**src/rtl/cmul_rr_sched_if.sv**
```systemverilog
// -----------------------------------------------------------------------------
// cmul_rr_sched_if
// Bundle of the requester, datapath and output-FIFO signals of cmul_rr_sched.
//   req_valid/req_ready : per-requester operand handshake (NREQ bits each)
//   req_ra/req_rb       : requester i operands at [i*W +: W]
//   dp_ra/dp_rb         : operands sent to the shared rotate datapath
//   dp_real/dp_image    : datapath results (fixed latency)
//   out_valid/out_ready : output FIFO head handshake
//   out_id/out_real/out_image : head entry contents
// Modports: slave = scheduler side, master = environment side.
// -----------------------------------------------------------------------------
interface cmul_rr_sched_if #(
    parameter int N    = 4,
    parameter int NREQ = 4
);
    localparam int W   = 2 ** N;
    localparam int IDW = $clog2(NREQ);

    logic [NREQ-1:0]   req_valid;
    logic [NREQ-1:0]   req_ready;
    logic [NREQ*W-1:0] req_ra;
    logic [NREQ*W-1:0] req_rb;
    logic [W-1:0]      dp_ra;
    logic [W-1:0]      dp_rb;
    logic [W-1:0]      dp_real;
    logic [W-1:0]      dp_image;
    logic              out_valid;
    logic              out_ready;
    logic [IDW-1:0]    out_id;
    logic [W-1:0]      out_real;
    logic [W-1:0]      out_image;

    modport slave (
        input  req_valid, req_ra, req_rb, dp_real, dp_image, out_ready,
        output req_ready, dp_ra, dp_rb, out_valid, out_id, out_real, out_image
    );

    modport master (
        output req_valid, req_ra, req_rb, dp_real, dp_image, out_ready,
        input  req_ready, dp_ra, dp_rb, out_valid, out_id, out_real, out_image
    );
endinterface

```
**src/rtl/cmul_rr_sched.sv**
```systemverilog
// -----------------------------------------------------------------------------
// cmul_rr_sched
// Round-robin scheduler sharing one fixed-latency, non-stallable complex-rotate
// datapath between NREQ requesters. Each issue is tagged with its requester ID
// through a LAT-deep tag pipeline; results land in a first-word-fall-through
// output FIFO protected by credits so downstream backpressure never drops data.
//
// Ports:
//   clk  : clock, rising edge
//   rst  : asynchronous active-high reset
//   bus  : cmul_rr_sched_if.slave (requester, datapath and output signals)
//   stat_issued, stat_stall : saturating 16-bit counters, present only when
//                             CMUL_SCHED_STATS_EN is defined
//
// Optional feature macro: CMUL_SCHED_STATS_EN
// -----------------------------------------------------------------------------
module cmul_rr_sched #(
    parameter int N     = 4,
    parameter int NREQ  = 4,
    parameter int LAT   = 3,
    parameter int DEPTH = 4
) (
    input  logic               clk,
    input  logic               rst,
    cmul_rr_sched_if.slave     bus
`ifdef CMUL_SCHED_STATS_EN
    ,
    output logic [15:0]        stat_issued,
    output logic [15:0]        stat_stall
`endif
);
    localparam int W   = 2 ** N;
    localparam int IDW = $clog2(NREQ);
    localparam int CW  = $clog2(DEPTH + 1);
    localparam int AW  = $clog2(DEPTH);

    // Handshake: a transfer on requester i happens at a rising edge where
    // req_valid[i] and req_ready[i] are both 1; a pop happens where out_valid
    // and out_ready are both 1. req_ready never looks at out_ready.

    logic [IDW-1:0] last_grant_q;
    logic [CW-1:0]  credit_q, credit_d;
    logic           grant_vld;
    logic [IDW-1:0] grant_id;
    logic [IDW-1:0] arb_idx;
    logic           issue;
    logic           pop;

    // Search starts one past the last winner and wraps modulo NREQ.
    always_comb begin
        grant_vld = 1'b0;
        grant_id  = '0;
        arb_idx   = '0;
        for (int off = 1; off <= NREQ; off++) begin
            arb_idx = IDW'((int'(last_grant_q) + off) % NREQ);
            if (!grant_vld && (credit_q != '0) && bus.req_valid[arb_idx]) begin
                grant_vld = 1'b1;
                grant_id  = arb_idx;
            end
        end
    end

    assign issue = grant_vld;

    always_comb begin
        bus.req_ready = '0;
        if (grant_vld) bus.req_ready[grant_id] = 1'b1;
    end

    assign bus.dp_ra = grant_vld ? bus.req_ra[grant_id*W +: W] : '0;
    assign bus.dp_rb = grant_vld ? bus.req_rb[grant_id*W +: W] : '0;

    always_ff @(posedge clk or posedge rst) begin
        if (rst) last_grant_q <= IDW'(NREQ - 1);
        else if (issue) last_grant_q <= grant_id;
    end

    // Credits cover in-flight operations plus FIFO occupancy.
    always_comb begin
        credit_d = credit_q;
        if (issue && !pop) credit_d = credit_q - CW'(1);
        else if (!issue && pop) credit_d = credit_q + CW'(1);
    end

    always_ff @(posedge clk or posedge rst) begin
        if (rst) credit_q <= CW'(DEPTH);
        else credit_q <= credit_d;
    end

    // Tag pipeline tracking the datapath; clearing it on reset drops
    // whatever the datapath still has in flight.
    logic [LAT-1:0] tag_vld_q;
    logic [IDW-1:0] tag_id_q [LAT];

    always_ff @(posedge clk or posedge rst) begin
        if (rst) begin
            tag_vld_q <= '0;
            for (int i = 0; i < LAT; i++) tag_id_q[i] <= '0;
        end else begin
            tag_vld_q[0] <= issue;
            tag_id_q[0]  <= grant_id;
            for (int i = 1; i < LAT; i++) begin
                tag_vld_q[i] <= tag_vld_q[i-1];
                tag_id_q[i]  <= tag_id_q[i-1];
            end
        end
    end

    // Output FIFO (first-word-fall-through).
    logic [IDW-1:0] fid_mem [DEPTH];
    logic [W-1:0]   fre_mem [DEPTH];
    logic [W-1:0]   fim_mem [DEPTH];
    logic [AW:0]    wr_ptr_q, rd_ptr_q;
    logic           wr_en;
    logic           fifo_empty;
    logic [IDW-1:0] hold_id_q;
    logic [W-1:0]   hold_re_q, hold_im_q;

    assign wr_en      = tag_vld_q[LAT-1];
    assign fifo_empty = (wr_ptr_q == rd_ptr_q);
    assign pop        = !fifo_empty && bus.out_ready;

    always_ff @(posedge clk) begin
        if (wr_en) begin
            fid_mem[wr_ptr_q[AW-1:0]] <= tag_id_q[LAT-1];
            fre_mem[wr_ptr_q[AW-1:0]] <= bus.dp_real;
            fim_mem[wr_ptr_q[AW-1:0]] <= bus.dp_image;
        end
    end

    // The hold registers keep the most recently popped head so the outputs
    // stay stable while the FIFO is empty.
    always_ff @(posedge clk or posedge rst) begin
        if (rst) begin
            wr_ptr_q  <= '0;
            rd_ptr_q  <= '0;
            hold_id_q <= '0;
            hold_re_q <= '0;
            hold_im_q <= '0;
        end else begin
            if (wr_en) wr_ptr_q <= wr_ptr_q + (AW+1)'(1);
            if (pop) begin
                rd_ptr_q  <= rd_ptr_q + (AW+1)'(1);
                hold_id_q <= fid_mem[rd_ptr_q[AW-1:0]];
                hold_re_q <= fre_mem[rd_ptr_q[AW-1:0]];
                hold_im_q <= fim_mem[rd_ptr_q[AW-1:0]];
            end
        end
    end

    assign bus.out_valid = !fifo_empty;
    assign bus.out_id    = fifo_empty ? hold_id_q : fid_mem[rd_ptr_q[AW-1:0]];
    assign bus.out_real  = fifo_empty ? hold_re_q : fre_mem[rd_ptr_q[AW-1:0]];
    assign bus.out_image = fifo_empty ? hold_im_q : fim_mem[rd_ptr_q[AW-1:0]];

`ifdef CMUL_SCHED_STATS_EN
    logic [15:0] stat_issued_q, stat_stall_q;
    logic        stall;

    assign stall = (|bus.req_valid) && (credit_q == '0);

    always_ff @(posedge clk or posedge rst) begin
        if (rst) begin
            stat_issued_q <= '0;
            stat_stall_q  <= '0;
        end else begin
            if (issue && stat_issued_q != 16'hFFFF) stat_issued_q <= stat_issued_q + 16'd1;
            if (stall && stat_stall_q != 16'hFFFF) stat_stall_q <= stat_stall_q + 16'd1;
        end
    end

    assign stat_issued = stat_issued_q;
    assign stat_stall  = stat_stall_q;
`endif
endmodule
```
**src/flat_wrapper.sv**
```systemverilog
// flat-port wrapper written by rule: the top's interface ports become plain ports
module cmul_rr_sched_flat 
#(
    parameter int N     = 4,
    parameter int NREQ  = 4,
    parameter int LAT   = 3,
    parameter int DEPTH = 4
)
  (clk, rst, bus_req_valid, bus_req_ra, bus_req_rb, bus_dp_real, bus_dp_image, bus_out_ready, bus_req_ready, bus_dp_ra, bus_dp_rb, bus_out_valid, bus_out_id, bus_out_real, bus_out_image);
  cmul_rr_sched_if #(.N(N), .NREQ(NREQ)) bus_i ();
  input  logic clk;
  input  logic rst;
  input wire logic [$bits(bus_i.req_valid)-1:0] bus_req_valid;
  input wire logic [$bits(bus_i.req_ra)-1:0] bus_req_ra;
  input wire logic [$bits(bus_i.req_rb)-1:0] bus_req_rb;
  input wire logic [$bits(bus_i.dp_real)-1:0] bus_dp_real;
  input wire logic [$bits(bus_i.dp_image)-1:0] bus_dp_image;
  input wire logic [$bits(bus_i.out_ready)-1:0] bus_out_ready;
  output wire logic [$bits(bus_i.req_ready)-1:0] bus_req_ready;
  output wire logic [$bits(bus_i.dp_ra)-1:0] bus_dp_ra;
  output wire logic [$bits(bus_i.dp_rb)-1:0] bus_dp_rb;
  output wire logic [$bits(bus_i.out_valid)-1:0] bus_out_valid;
  output wire logic [$bits(bus_i.out_id)-1:0] bus_out_id;
  output wire logic [$bits(bus_i.out_real)-1:0] bus_out_real;
  output wire logic [$bits(bus_i.out_image)-1:0] bus_out_image;
  assign bus_i.req_valid = bus_req_valid;
  assign bus_i.req_ra = bus_req_ra;
  assign bus_i.req_rb = bus_req_rb;
  assign bus_i.dp_real = bus_dp_real;
  assign bus_i.dp_image = bus_dp_image;
  assign bus_i.out_ready = bus_out_ready;
  assign bus_req_ready = bus_i.req_ready;
  assign bus_dp_ra = bus_i.dp_ra;
  assign bus_dp_rb = bus_i.dp_rb;
  assign bus_out_valid = bus_i.out_valid;
  assign bus_out_id = bus_i.out_id;
  assign bus_out_real = bus_i.out_real;
  assign bus_out_image = bus_i.out_image;
  cmul_rr_sched #(.N(N), .NREQ(NREQ), .LAT(LAT), .DEPTH(DEPTH)) u_core (.clk(clk), .rst(rst), .bus(bus_i));
endmodule
```
**config.mk**
```make
export PLATFORM = sky130hd
export DESIGN_NAME = cmul_rr_sched_flat
export DESIGN_NICKNAME = d
export VERILOG_FILES = /design/src/rtl/cmul_rr_sched_if.sv /design/src/rtl/cmul_rr_sched.sv /design/src/flat_wrapper.sv
export SDC_FILE = /design/constraint.sdc
export NUM_CORES = 1
export LEC_CHECK = 0
export BUFFER_PORTS_ARGS = -buffer_cell sky130_fd_sc_hd__buf_2
export CORE_MARGIN = 10
export CORE_UTILIZATION = 48
export CTS_CLUSTER_SIZE = 10
export DETAILED_ROUTE_END_ITERATION = 12
export PLACE_DENSITY = 0.77
export SLEW_MARGIN = 5
export SYNTH_ARGS = -nofsm -noshare
export SYNTH_HDL_FRONTEND = slang
export SYNTH_SLANG_ARGS = --single-unit
```
**constraint.sdc**
```tcl
create_clock -name clk -period 2.4 [get_ports clk]
set_input_delay 0.6 -clock clk [delete_from_list [all_inputs] [get_ports clk]]
set_output_delay 0.6 -clock clk [all_outputs]
set_load 0.02 [all_outputs]
```
==> impl_metrics.json <==
{
  "dpl_worst_slack_ns": -0.4342,
  "first_global_vias": 7226,
  "path_clk_slew_ns": 0.07,
  "p_leak_uw": 0.005360,
  "grt_pass1_wl_um": 41410,
  "power.density_cell_area_nw_per_um2": 499.3,
  "detailed_route_wirelength_on_metal2_um": 14630,
  "startpoint_type_of_the_worst_setup_path": "flop",
  "clk-insertion-delay-late_ns": 0.43,
  "vias_per_cell": 5.426,
  "detailed_place_hpwl_um": 16970,
  "postSynthRegisterBits": 190,
  "synth.yosys.warnings": 0,
  "min_path_type": "input pin to async pin",
  "nFillCells": 1177,
  "postSynth.asyncResetShare_pct": 28.42,
  "antenna_violations_before_repair": 6,
  "holdBufCountCts": 0,
  "post-route-period-util_pct": 120.7,
  "rsz0062_at_grt": "true",
  "worst_slew_pin_slew_ns": 0.6230,
  "cts_max_path_buffers": 2,
  "finalInstanceArea_um2": 13250,
  "outcome": "complete, but fails checks",
  "synthDominantCellAreaShare_pct": 44.07,
  "hold_violations": 0,
  "start_util_pct": 49.21,
  "ys_types": 38,
  "crit_required_ns": 1.80,
  "post-route-min-period_ns": 2.896,
  "top_signal_layer_used": "met5",
  "total_global_route_track_usage_pct": 20.94,
  "htree_num_levels": 4,
  "drt.antenna.violating_nets": 0,
  "drcViolationCount": 0,
  "violations": "negative setup slack",
  "syn-num-nets": 799,
  "tritoncts": "built",
  "synth-main-ff-cell": "sky130_fd_sc_hd__edfxtp_1",
  "seqCellArea_um2": 5443,
  "drtIter0Drc": 317,
  "finalWorstSetupSlack_ns": -0.4958,
  "slew_violations": 0,
  "fmax_mhz": 345.3,
  "core.rowCount": 50,
  "syn-mean-instance-area_um2": 14.83,
  "synth_enable_flop_cells": 136,
  "wirelength_met1_um": 9559,
  "synth_area_leaders": "sky130_fd_sc_hd__edfxtp_1, sky130_fd_sc_hd__dfrtp_1, sky130_fd_sc_hd__mux2_2",
  "cap_violations": 0,
  "finish.net_count": 1099,
  "synth_seq_area_share_pct": 58.70,
  "floorplan.io_pins": 238,
  "placed_area_um2": 11300,
  "place_congestion": 0.8245,
  "max-slew-margin-rel_pct": 58.40,
  "end_of_flow_core_utilization_pct": 70.34,
  "crit_path_max_fanout": 6,
  "mappedNetlistArea_um2": 9266,
  "grt_max_degree": 53,
  "area.growth.synth_to_final_pct": 42.94,
  "drive_above_1_share_pct": 55.01,
  "dieHeight_um": 158.9,
  "fp.dieArea_um2": 25260,
  "wl_per_cell_um": 22.68,
  "timing.setup.critical_path_class": "flop to output pin",
  "globalRoute.totalOverflow": 0,
  "multi_input_combinational_cell_area_um2": 3993,
  "worst_ir_drop_vdd_mv": 0.4860,
  "die-width_um": 158.9,
  "met3_length_um": 2399,
  "clock_sink_count": 190,
  "ctsRootBufferMaster": "sky130_fd_sc_hd__clkbuf_16",
  "finalClockSkew_ns": 0.01028,
  "finalSetupViolations": 73,
  "first_pass_iters": 5,
  "number_of_buffers_added_by_the_clock_tree_synthesis_step": 17,
  "routed-via-count": 6517,
  "core_area_um2": 18830,
  "worstSetupEndpointType": "output pin",
  "post_synth_inst_count": 625,
  "worst_ep_arrival_time_ns": 2.30,
  "postRouteWirelength_um": 27240,
  "port_buffers": 237,
  "synth_top_cell_by_area": "sky130_fd_sc_hd__edfxtp_1"
}
## metal layers
layer / up-vias / GRT usage (%)
met3: 42 / 7.436
li1: 2955 / -
met5: - / 0
met2: 278 / 38.06
met4: 6 / 7.751
met1: 3236 / 21.67
## power by group
group / internal (uW) / switching (uW)
clock: 1500 / 1230
sequential: 3520 / 0
combinational: 204 / 167
total: 5220 / 1400
## layout by cell type, fill, tap and decap left out, types with 2 or more instances in the layout
cell type and count:
sky130_fd_sc_hd__buf_2 167, sky130_fd_sc_hd__edfxtp_1 136, sky130_fd_sc_hd__buf_6 87, sky130_fd_sc_hd__nand2_1 66, sky130_fd_sc_hd__mux2_4 61, sky130_fd_sc_hd__nand3_1 58, sky130_fd_sc_hd__mux2i_1 54, sky130_fd_sc_hd__dfrtp_1 48
sky130_fd_sc_hd__buf_4 38, sky130_fd_sc_hd__mux4_2 34, sky130_fd_sc_hd__mux2_1 28, sky130_fd_sc_hd__clkbuf_16 20, sky130_fd_sc_hd__buf_12 20, sky130_fd_sc_hd__mux2_2 13, sky130_fd_sc_hd__mux2i_2 9, sky130_fd_sc_hd__buf_16 9
sky130_fd_sc_hd__nand3_2 7, sky130_fd_sc_hd__xnor2_1 5, sky130_fd_sc_hd__ha_1 5, sky130_fd_sc_hd__and2_2 4, sky130_fd_sc_hd__clkinv_4 4, sky130_fd_sc_hd__buf_8 4, sky130_fd_sc_hd__diode_2 3, sky130_fd_sc_hd__nor2_1 3
sky130_fd_sc_hd__inv_1 3, sky130_fd_sc_hd__xor2_1 3, sky130_fd_sc_hd__clkinvlp_4 3, sky130_fd_sc_hd__dfstp_2 3, sky130_fd_sc_hd__dfrtp_2 3, sky130_fd_sc_hd__nand2b_4 2, sky130_fd_sc_hd__nand2_4 2, sky130_fd_sc_hd__inv_2 2
sky130_fd_sc_hd__a21o_1 2, sky130_fd_sc_hd__and2_4 2, sky130_fd_sc_hd__clkbuf_1 2, sky130_fd_sc_hd__clkbuf_8 2, sky130_fd_sc_hd__inv_6 2
## cells by family after synthesis
group | after synthesis | share of synthesized area, %
DFF | 190 | 58.70
buffers and inverters | 53 | 3.254
and+or+nand+nor | 155 | 7.697
muxes | 200 | 27.57
adders and majority gates | 7 | 1.026
AOI/OAI and AO/OA | 10 | 0.8101
xor gates and xnor gates | 10 | 0.9452
## metrics by stage
step,std cells,hold WS (ns),setup TNS [ns],power [uW]
finish,1201,0.2470,-28.12,6613
global route,1201,0.2743,-32.41,6807
CTS,1190,0.2541,-26.42,6591
detailed placement,1126,0.3356,-13.67,3903
global placement,1126,0.3323,-13.26,3897
floorplan,625,0.3312,-1.565,3700
## path summary, 6_finish.rpt
| kind | startpoint | to | slack, ns | depth (start not counted) |
|---|---|---|---|---|
| setup / recovery | u_core.last_grant_q[0] | bus_dp_ra[5] | -0.50 | 8 |
| hold / removal | rst | u_core.hold_re_q[8] | 0.25 | 2 |
| setup reg to reg | u_core.rd_ptr_q[0] | u_core.credit_q[1] | -0.14 | 11 |
| hold reg to reg | u_core.tag_id_q[2] | u_core.tag_id_q[0] | 0.35 | 0 |
| max in group asynchronous | rst | u_core.credit_q[2] | 1.53 | 3 |
| min in group clk | u_core.tag_id_q[2] | u_core.tag_id_q[0] | 0.35 | 0 |
## layout make-up
type | count | share of cell area, %
Multi-Input combinational cell | 382 | 30.14
Inverter | 6 | 0.1795
Antenna cell | 3 | 0.05668
Sequential cell | 190 | 41.09
Clock inverter | 11 | 0.8218
Timing Repair Buffer | 328 | 21.77
Clock buffer | 21 | 3.476
Tap cell | 260 | 2.456
## flip-flops by register name, summed over array words and instances, names as in the netlist, 3 cells and up
signal            flops
u_core.hold_im_q     16
u_core.tag_id_q       6
u_core.fid_mem        8
u_core.rd_ptr_q       3
u_core.wr_ptr_q       3
u_core.fim_mem       64
u_core.fre_mem       64
u_core.credit_q       3
u_core.hold_re_q     16
u_core.tag_vld_q      3
## Yosys cell counts (all sizes together) (4+ instances only)
cell type and number:
nand3 66, inv 5, mux4 34, buf 29
mux2i 64, mux2 102, and2 6, edfxtp 136
nand2 69, dfrtp 51, clkbuf 18, nor2 4
ha 6, xnor2 7
## critical path, cell delays in order (launching register included)
cell and delay [ns]:
sky130_fd_sc_hd__dfstp_2 0.57, sky130_fd_sc_hd__nor3b_2 0.07, sky130_fd_sc_hd__a311oi_4 0.26, sky130_fd_sc_hd__buf_6 0.17, sky130_fd_sc_hd__buf_12 0.13, sky130_fd_sc_hd__buf_12 0.13, sky130_fd_sc_hd__mux2i_2 0.23, sky130_fd_sc_hd__mux2_4 0.18
sky130_fd_sc_hd__buf_6 0.11
## what timing repair did
action	CTS	global route
pin swaps	4	7
endpoints found under the setup margin	70	73
resized for setup	213	33
gates cloned	11	3
hold endpoints to repair	0	0
buffers inserted	21	8
No activity file was read; power rests on OpenSTA's default activity.
